$ cat config.mk
export PLATFORM = sky130hd
export DESIGN_NAME = alu_reg_flat
export DESIGN_NICKNAME = d
export VERILOG_FILES = /design/src/rtl/alu_pkg.sv /design/src/rtl/alu_reg_if.sv /design/src/rtl/alu_comb.sv /design/src/rtl/alu_reg.sv /design/src/flat_wrapper.sv
export SDC_FILE = /design/constraint.sdc
export NUM_CORES = 1
export LEC_CHECK = 0
export CORE_UTILIZATION = 50
export DETAILED_ROUTE_END_ITERATION = 8
export PLACE_DENSITY = 0.79
export SETUP_SLACK_MARGIN = 0.02
export SYNTH_ARGS = -nofsm -noshare
export SYNTH_HDL_FRONTEND = slang
export SYNTH_SLANG_ARGS = --single-unit
$ cat constraint.sdc
create_clock -name clk -period 1.2 [get_ports clk]
set_clock_uncertainty 0.05 [all_clocks]
set_input_delay 0.24 -clock clk [delete_from_list [all_inputs] [get_ports clk]]
set_output_delay 0.24 -clock clk [all_outputs]
set_load 0.03 [all_outputs]
$ cat src/rtl/alu_pkg.sv
// Shared definitions for the EX-stage ALU: operand width and opcode encoding.
// Latency: n/a (types, constants and helper functions only).
// Backpressure: n/a.
// Optional feature macro used by the ALU files: ALU_OVERFLOW_EN.
package alu_pkg;

    // Datapath width; the shift amount is fixed at 5 bits, so only 32 is meaningful.
    localparam int WIDTH  = 32;
    localparam int SHAMT_W = 5;

    // Operation select driven by the ALU control decoder.
    // Codes 4'b1100..4'b1111 are unused and produce a zero result.
    typedef enum logic [3:0] {
        ALU_AND  = 4'b0000,
        ALU_OR   = 4'b0001,
        ALU_ADD  = 4'b0010,
        ALU_SLL  = 4'b0011,
        ALU_SRL  = 4'b0100,
        ALU_SRA  = 4'b0101,
        ALU_SUB  = 4'b0110,
        ALU_SLT  = 4'b0111,
        ALU_SLTU = 4'b1000,
        ALU_XOR  = 4'b1001,
        ALU_NOR  = 4'b1010,
        ALU_LUI  = 4'b1011
    } alu_op_e;

    // Two's-complement overflow from the operand and result sign bits.
    // ADD overflows when both operands share a sign the result does not.
    // SUB overflows when the operands differ in sign and the result's sign
    // differs from the minuend's.
    function automatic logic add_sub_ovf(input logic a_sign,
                                         input logic b_sign,
                                         input logic r_sign,
                                         input logic is_sub);
        logic ovf;
        if (is_sub) begin
            ovf = (a_sign != b_sign) && (r_sign != a_sign);
        end else begin
            ovf = (a_sign == b_sign) && (r_sign != a_sign);
        end
        return ovf;
    endfunction

endpackage

$ cat src/rtl/alu_reg_if.sv
// Operand/control request and registered result bundle between EX-stage control and the ALU.
// Latency: n/a (wiring only).
// Backpressure: none; the ALU accepts every in_valid cycle. `overflow` exists only with ALU_OVERFLOW_EN.
interface alu_reg_if;
    import alu_pkg::*;

    // Request side
    logic                in_valid;
    logic [3:0]          aluCnt;
    logic [WIDTH-1:0]    input1;
    logic [WIDTH-1:0]    input2;
    logic [SHAMT_W-1:0]  shamt;

    // Registered response side
    logic [WIDTH-1:0]    result;
    logic                zero;
    logic                out_valid;
`ifdef ALU_OVERFLOW_EN
    logic                overflow;
`endif

`ifdef ALU_OVERFLOW_EN
    // Pipeline control: drives operands, observes the registered result.
    modport master (
        output in_valid, aluCnt, input1, input2, shamt,
        input  result, zero, out_valid, overflow
    );

    // ALU: consumes operands, drives the registered result.
    modport slave (
        input  in_valid, aluCnt, input1, input2, shamt,
        output result, zero, out_valid, overflow
    );
`else
    // Pipeline control: drives operands, observes the registered result.
    modport master (
        output in_valid, aluCnt, input1, input2, shamt,
        input  result, zero, out_valid
    );

    // ALU: consumes operands, drives the registered result.
    modport slave (
        input  in_valid, aluCnt, input1, input2, shamt,
        output result, zero, out_valid
    );
`endif

endinterface

$ cat src/rtl/alu_comb.sv
// Pure combinational ALU operation mux producing the next result (and overflow with ALU_OVERFLOW_EN).
// Latency: 0 cycles (combinational).
// Backpressure: none; outputs follow the inputs every cycle.
module alu_comb
    import alu_pkg::*;
(
    input  logic [3:0]         op_i,
    input  logic [WIDTH-1:0]   a_i,
    input  logic [WIDTH-1:0]   b_i,
    input  logic [SHAMT_W-1:0] shamt_i,
    output logic [WIDTH-1:0]   result_o
`ifdef ALU_OVERFLOW_EN
    ,
    output logic               overflow_o
`endif
);

    logic [WIDTH-1:0]        sum;
    logic [WIDTH-1:0]        diff;
    logic signed [WIDTH-1:0] b_s;
    logic                    lt_signed;
    logic                    lt_unsigned;

    // Add/sub wrap modulo 2^WIDTH; carries are deliberately discarded.
    assign sum  = a_i + b_i;
    assign diff = a_i - b_i;
    assign b_s  = $signed(b_i);

    // Compares use real magnitude comparators rather than the sign of A-B,
    // so SLT stays correct when the subtraction would overflow.
    assign lt_signed   = ($signed(a_i) < $signed(b_i));
    assign lt_unsigned = (a_i < b_i);

    // Operation select; unused codes fall through to a zero result.
    always_comb begin
        result_o = '0;
        case (op_i)
            ALU_AND:  result_o = a_i & b_i;
            ALU_OR:   result_o = a_i | b_i;
            ALU_ADD:  result_o = sum;
            ALU_SLL:  result_o = b_i << shamt_i;
            ALU_SRL:  result_o = b_i >> shamt_i;
            ALU_SRA:  result_o = b_s >>> shamt_i;
            ALU_SUB:  result_o = diff;
            ALU_SLT:  result_o = {{(WIDTH-1){1'b0}}, lt_signed};
            ALU_SLTU: result_o = {{(WIDTH-1){1'b0}}, lt_unsigned};
            ALU_XOR:  result_o = a_i ^ b_i;
            ALU_NOR:  result_o = ~(a_i | b_i);
            ALU_LUI:  result_o = {b_i[15:0], 16'h0000};
            default:  result_o = '0;
        endcase
    end

`ifdef ALU_OVERFLOW_EN
    // Signed overflow is only meaningful for ADD and SUB; every other op reports 0.
    always_comb begin
        overflow_o = 1'b0;
        case (op_i)
            ALU_ADD: overflow_o = add_sub_ovf(a_i[WIDTH-1], b_i[WIDTH-1], sum[WIDTH-1], 1'b0);
            ALU_SUB: overflow_o = add_sub_ovf(a_i[WIDTH-1], b_i[WIDTH-1], diff[WIDTH-1], 1'b1);
            default: overflow_o = 1'b0;
        endcase
    end
`endif

endmodule

$ cat src/rtl/alu_reg.sv
// EX-stage 32-bit ALU with registered result, zero flag, valid (and overflow with ALU_OVERFLOW_EN).
// Latency: 1 cycle; operands sampled with in_valid=1 appear on result/zero at that same edge.
// Backpressure: none; in_valid=0 holds result/zero/overflow and drops out_valid for that cycle.
module alu_reg
    import alu_pkg::*;
(
    input  logic     clk,
    input  logic     rst,
    alu_reg_if.slave bus
);

    logic [WIDTH-1:0] result_d;
    logic [WIDTH-1:0] result_q;
    logic             zero_d;
    logic             zero_q;
    logic             out_valid_q;
`ifdef ALU_OVERFLOW_EN
    logic             overflow_d;
    logic             overflow_q;
`endif

    alu_comb u_alu_comb (
        .op_i       (bus.aluCnt),
        .a_i        (bus.input1),
        .b_i        (bus.input2),
        .shamt_i    (bus.shamt),
        .result_o   (result_d)
`ifdef ALU_OVERFLOW_EN
        ,
        .overflow_o (overflow_d)
`endif
    );

    // Zero flag comes from the combinational result so it lands in the same edge.
    assign zero_d = (result_d == '0);

    // Result/zero capture on valid cycles only; out_valid is a straight delayed copy.
    always_ff @(posedge clk or posedge rst) begin
        if (rst) begin
            result_q    <= '0;
            zero_q      <= 1'b1;
            out_valid_q <= 1'b0;
        end else begin
            out_valid_q <= bus.in_valid;
            if (bus.in_valid) begin
                result_q <= result_d;
                zero_q   <= zero_d;
            end
        end
    end

`ifdef ALU_OVERFLOW_EN
    // Overflow flag follows the same capture rule as the result.
    always_ff @(posedge clk or posedge rst) begin
        if (rst) begin
            overflow_q <= 1'b0;
        end else if (bus.in_valid) begin
            overflow_q <= overflow_d;
        end
    end

    assign bus.overflow = overflow_q;
`endif

    assign bus.result    = result_q;
    assign bus.zero      = zero_q;
    assign bus.out_valid = out_valid_q;

endmodule

$ cat src/flat_wrapper.sv
// flat-port wrapper written by rule: the top's interface ports become plain ports
module alu_reg_flat import alu_pkg::*;
  (clk, rst, bus_in_valid, bus_aluCnt, bus_input1, bus_input2, bus_shamt, bus_result, bus_zero, bus_out_valid);
  alu_reg_if bus_i ();
  input  logic clk;
  input  logic rst;
  input wire logic [$bits(bus_i.in_valid)-1:0] bus_in_valid;
  input wire logic [$bits(bus_i.aluCnt)-1:0] bus_aluCnt;
  input wire logic [$bits(bus_i.input1)-1:0] bus_input1;
  input wire logic [$bits(bus_i.input2)-1:0] bus_input2;
  input wire logic [$bits(bus_i.shamt)-1:0] bus_shamt;
  output wire logic [$bits(bus_i.result)-1:0] bus_result;
  output wire logic [$bits(bus_i.zero)-1:0] bus_zero;
  output wire logic [$bits(bus_i.out_valid)-1:0] bus_out_valid;
  assign bus_i.in_valid = bus_in_valid;
  assign bus_i.aluCnt = bus_aluCnt;
  assign bus_i.input1 = bus_input1;
  assign bus_i.input2 = bus_input2;
  assign bus_i.shamt = bus_shamt;
  assign bus_result = bus_i.result;
  assign bus_zero = bus_i.zero;
  assign bus_out_valid = bus_i.out_valid;
  alu_reg u_core (.clk(clk), .rst(rst), .bus(bus_i));
endmodule
==> metrics.txt, run 1 <==
Main synth FF type=dfrtp_1; setup slack after placement=-3.52 ns; last step reached=5_1_grt; DP Cell Count=2648; post-synthesis async set-or-reset flop share=100%; Initial Util=51.3%; Synth top area share=10.2%; Stop Error=[ERROR GRT-0116] Global routing finished with congestion. Check the congestion regions in the DRC Viewer.; status=stopped before the end; Synth area leaders=ha_1, mux4_2, dfrtp_1; CTS Root Cell=clkbuf_16; die extent in x=158 microns; post-synth cell types=92; top-count cell post-synth=nor2_1; # IOs=110; H-Tree Depth=2; CTS Sinks=34; dpl hpwl=55200 microns; Cells after Synth=1692; cell taking the most area after synthesis=ha_1; GR Overflow Total=1242; Post-Synthesis Mean Instance Area=7.18 sq um; Mapped Nets=1869; Placer Congestion=1.32; vias in the first global route=26644; IO Port Bufs=109; die height=about 160 microns; EDFF count, synth=0; global-route wire length before repair=178000 microns; Commonest cells post-synth=nor2_1, nand2_1, a21oi_1; sequential share of the synthesized area=7.01%; largest net degree at the start of global routing=53; YS warnings=0; Total GRT Usage=~95%; CTS max path bufs=2; CTS Buf Count=5; Yosys reg bits=34; Post-Syn Area=12200 sq um; row count=56
==> through the flow <==
| step | area, sq um | setup TNS [ns] |
|---|---|---|
| floorplan | 13100 | -39.40 |
| global placement | 18600 | -75.11 |
| detailed placement | 18600 | -78.25 |
| CTS | 22000 | -47.99 |
==> per-layer routing <==
| metal | overflow | GRT usage [%] |
|---|---|---|
| met1 | 48 | 88.2 |
| met2 | 821 | 114 |
| met3 | 43 | 79.4 |
| met4 | 319 | 105 |
| met5 | 11 | 62.7 |
==> repair_timing <==
action / in CTS
resized for setup: 740
hold buffers: 0
endpoints found under the setup margin: 36
setup buffers: 131
cloned: 4
pin swaps: 155
==> cells by family after synthesis <==
| logic type | count (synthesis) | share of synthesized area (%) |
|---|---|---|
| AOI/OAI and AO/OA | 580 | 33.1 |
| xor gates and xnor gates | 5 | 0.360 |
| adders and majority gates | 101 | 10.5 |
| buffers and inverters | 261 | 8.97 |
| DFF | 34 | 7.01 |
| muxes | 148 | 17.8 |
| and+or+nand+nor | 563 | 22.3 |
==> run 2: changes to the inputs <==
--- a/config.mk
+++ b/config.mk
@@ -5,10 +5,9 @@
 export SDC_FILE = /design/constraint.sdc
 export NUM_CORES = 1
 export LEC_CHECK = 0
-export CORE_UTILIZATION = 50
+export CORE_UTILIZATION = 35
 export DETAILED_ROUTE_END_ITERATION = 8
-export PLACE_DENSITY = 0.79
-export SETUP_SLACK_MARGIN = 0.02
+export PLACE_DENSITY_LB_ADDON = 0.15
 export SYNTH_ARGS = -nofsm -noshare
 export SYNTH_HDL_FRONTEND = slang
 export SYNTH_SLANG_ARGS = --single-unit
==> run 2 against run 1 <==
The flow now finishes, with violations (negative setup slack). Synthesized cell count stayed put. Area after synthesis unchanged.
==> metrics.txt, run 2 <==
status=complete, but fails checks (was stopped before the end); failing checks=negative setup slack; R2R depth=2; non-filler cells, final=between 3000 and 4000; reg2reg start=u_core.bus.result[1]; leak pwr=0.0105 uW; CTS max path bufs=2 (unchanged); Layout area overhead=91.8%; Synth top area share=10.2% (unchanged); largest net degree at the start of global routing=between 50 and 60; # IOs=110 (unchanged); R2R Setup Slk=0.29 ns; initial antenna violation count=1; Crit path top cell by count=buf_12; Commonest cells post-synth=nor2_1, nand2_1, a21oi_1 (unchanged); power per cell area=635 nW/um^2; fin. max-slew vios=0; max-cap viol count=0; fmax=262 MHz; top-count cell post-synth=nor2_1 (unchanged); Req. time, crit path=1.37 ns; Critical Path Sink Type=flop; DRC violation count after routing=0; CP max stage cell=or4_4; Placement Cell Area=19300 sq um (was 18600 sq um); Sum Neg Setup Slack=-52.67 ns; vias in the first global route=18568; EDFF count, synth=0 (unchanged); setup violators final=34; sequential share of the synthesized area=7.01% (unchanged); final wirelength=82700 microns; hold crit path type=input port to asynchronous set/reset pin; row count=67 (was 56); via count=roughly 19000; min Tclk post-route=between 3 and 4 ns; Post-Syn Area=12200 sq um (unchanged); Main synth FF type=dfrtp_1 (unchanged); most common cell after layout, fill and taps aside=buf_4; CP cell instances=buf_12 > buf_12 > buf_12 > buf_8 > mux4_2 > mux2i_4 > o22ai_1 > a21oi_1 > nand4_1 > a211o_1 > or3_4 > or4_4 > nor4_4 > nand4_1 > o2bb2ai_2; global-route wire length before repair=120000 microns; # hold bufs at CTS=0 (unchanged); die height=188 microns (was 158 microns); IO Port Bufs=109 (unchanged); Total GRT Usage=a little under half; ratio of cells with drive above 1 in the final layout=a little under three fifths; CTS Sinks=34 (unchanged); Yosys reg bits=34 (unchanged); Final period util=318%; Placer Congestion=1.08 (was 1.32); cell taking the most area after synthesis=ha_1 (unchanged); Slew headroom=58.9%; CTS Root Cell=clkbuf_16 (unchanged); CTS tree=built; commonest cells after routing, fill and taps aside=buf_4, nor2_1, nand2_1; Pre-Repair DR Iteration Count=6; core area=33900 sq um; Skew-Pair Late Insertion Delay=a little under 0.3 ns; post-synth cell types=92 (unchanged); final core utilization=between 60% and 70%; die extent in x=188 microns (was 158 microns); DP Cell Count=2829 (was 2648); Worst EP arrival=between 3 and 4 ns; CTS Buf Count=5 (unchanged); CTS clk-pin slew, worst paths=0.06 ns; drt via density=6.27; RSZ-0062 raised after global routing=yes; dpl hpwl=63700 microns (was 55200 microns); number of flip-flops in the largest register=32; Worst Path Max Fanout=7; CP startpoint=bus_shamt[1]; post-route ant nets=0; Reg-to-Reg End=u_core.bus.result[1]; area of the die=35500 sq um; Critical Path Max Stage Delay=0.54 ns; Nets=2728; Mapped Nets=1869 (unchanged); GR Overflow Total=0; final-report hold violation count=0; H-Tree Depth=2 (unchanged); Initial Util=35.9% (was 51.3%); post-synthesis async set-or-reset flop share=100% (unchanged); Cells after Synth=1692 (unchanged); type of the worst setup path=input port to flop; post-DR wirelength/cell=27.5 microns; worst slew pin tran=approximately 0.60 ns; YS warnings=0 (unchanged); maximum vdd ir drop=0.837 mV; CP Launch Type=input port; Final WS setup=-2.62 ns; Post-Synthesis Mean Instance Area=7.18 sq um (unchanged); initial DRC count=2156; Final Cell Area=23300 sq um; Synth area leaders=ha_1, mux4_2, dfrtp_1 (unchanged)
-- run 2: what timing repair did --
action	CTS	global route
resized for setup	694	136
pin swaps	159	76
buffers inserted	157	34
gates cloned	2	0
endpoints found under the setup margin	34	34
-- run 2: layout make-up --
cell class / instances / area (sq um)
flip-flops and latches: 34 / 852
multi-input cells: 1397 / 12700
clock buffers: 7 / 143
fillers: 2766 / 10600
inverters: 107 / 477
repair buffers: 1006 / 8610
diodes: 1 / 2.50
clock inverters: 1 / 5.00
well taps: 448 / 561
-- run 2: metrics by stage --
step	hold slack [ns]	power (uW)	setup slack (ns)
CTS	0.298	14000	-2.45
detailed placement	0.433	10900	-3.71
floorplan	0.221	5980	-2.22
finish	0.282	14800	-2.62
global placement	0.428	10900	-3.82
global route	0.316	15300	-2.65
-- run 2: worst max-delay path by stage --
stage | end
global route | u_core.bus.zero
floorplan | u_core.bus.zero
detailed placement | u_core.bus.zero
global placement | u_core.bus.zero
CTS | u_core.bus.zero
finish | u_core.bus.zero
-- run 2: routing by layer --
layer / track usage, % / vias to the layer above / wire length, microns
met4: 29.2 / 2 / 7060
li1: - / 8111 / -
met1: 57.0 / 9053 / 31700
met2: 70.1 / 1265 / 35400
met3: 10.3 / 383 / 8510
met5: 0 / - / 4
-- run 2: power by group --
group	switching [uW]	leakage, uW	internal [uW]
Combinational	6200	0.0101	5850
Clock	506	0.0000739	823
Sequential	114	0.000403	1320
Total	6820	0.0105	8000
-- run 2: logic make-up (layout without fill, tap and decap cells) --
| kind of cell | Yosys count | in the layout | share of synthesized area, % |
|---|---|---|---|
| other | 0 | 1 | 0 |
| XOR/XNOR | 5 | 5 | 0.360 |
| AND/OR/NAND/NOR | 563 | 563 | 22.3 |
| flip-flops | 34 | 34 | 7.01 |
| AO/OA/AOI/OAI | 580 | 580 | 33.1 |
| multiplexers | 148 | 148 | 17.8 |
| adder cells (fa/ha/maj) | 101 | 101 | 10.5 |
| buffers and inverters | 261 | 1121 | 8.97 |
-- run 2: worst max-delay path: cells and delay by family --
family,cells,cell delay [ns]
and+or+nand+nor,5,1.75
AOI/OAI and AO/OA,4,0.81
muxes,2,0.73
buffers and inverters,4,0.44
(Power assumes the default switching activity.)
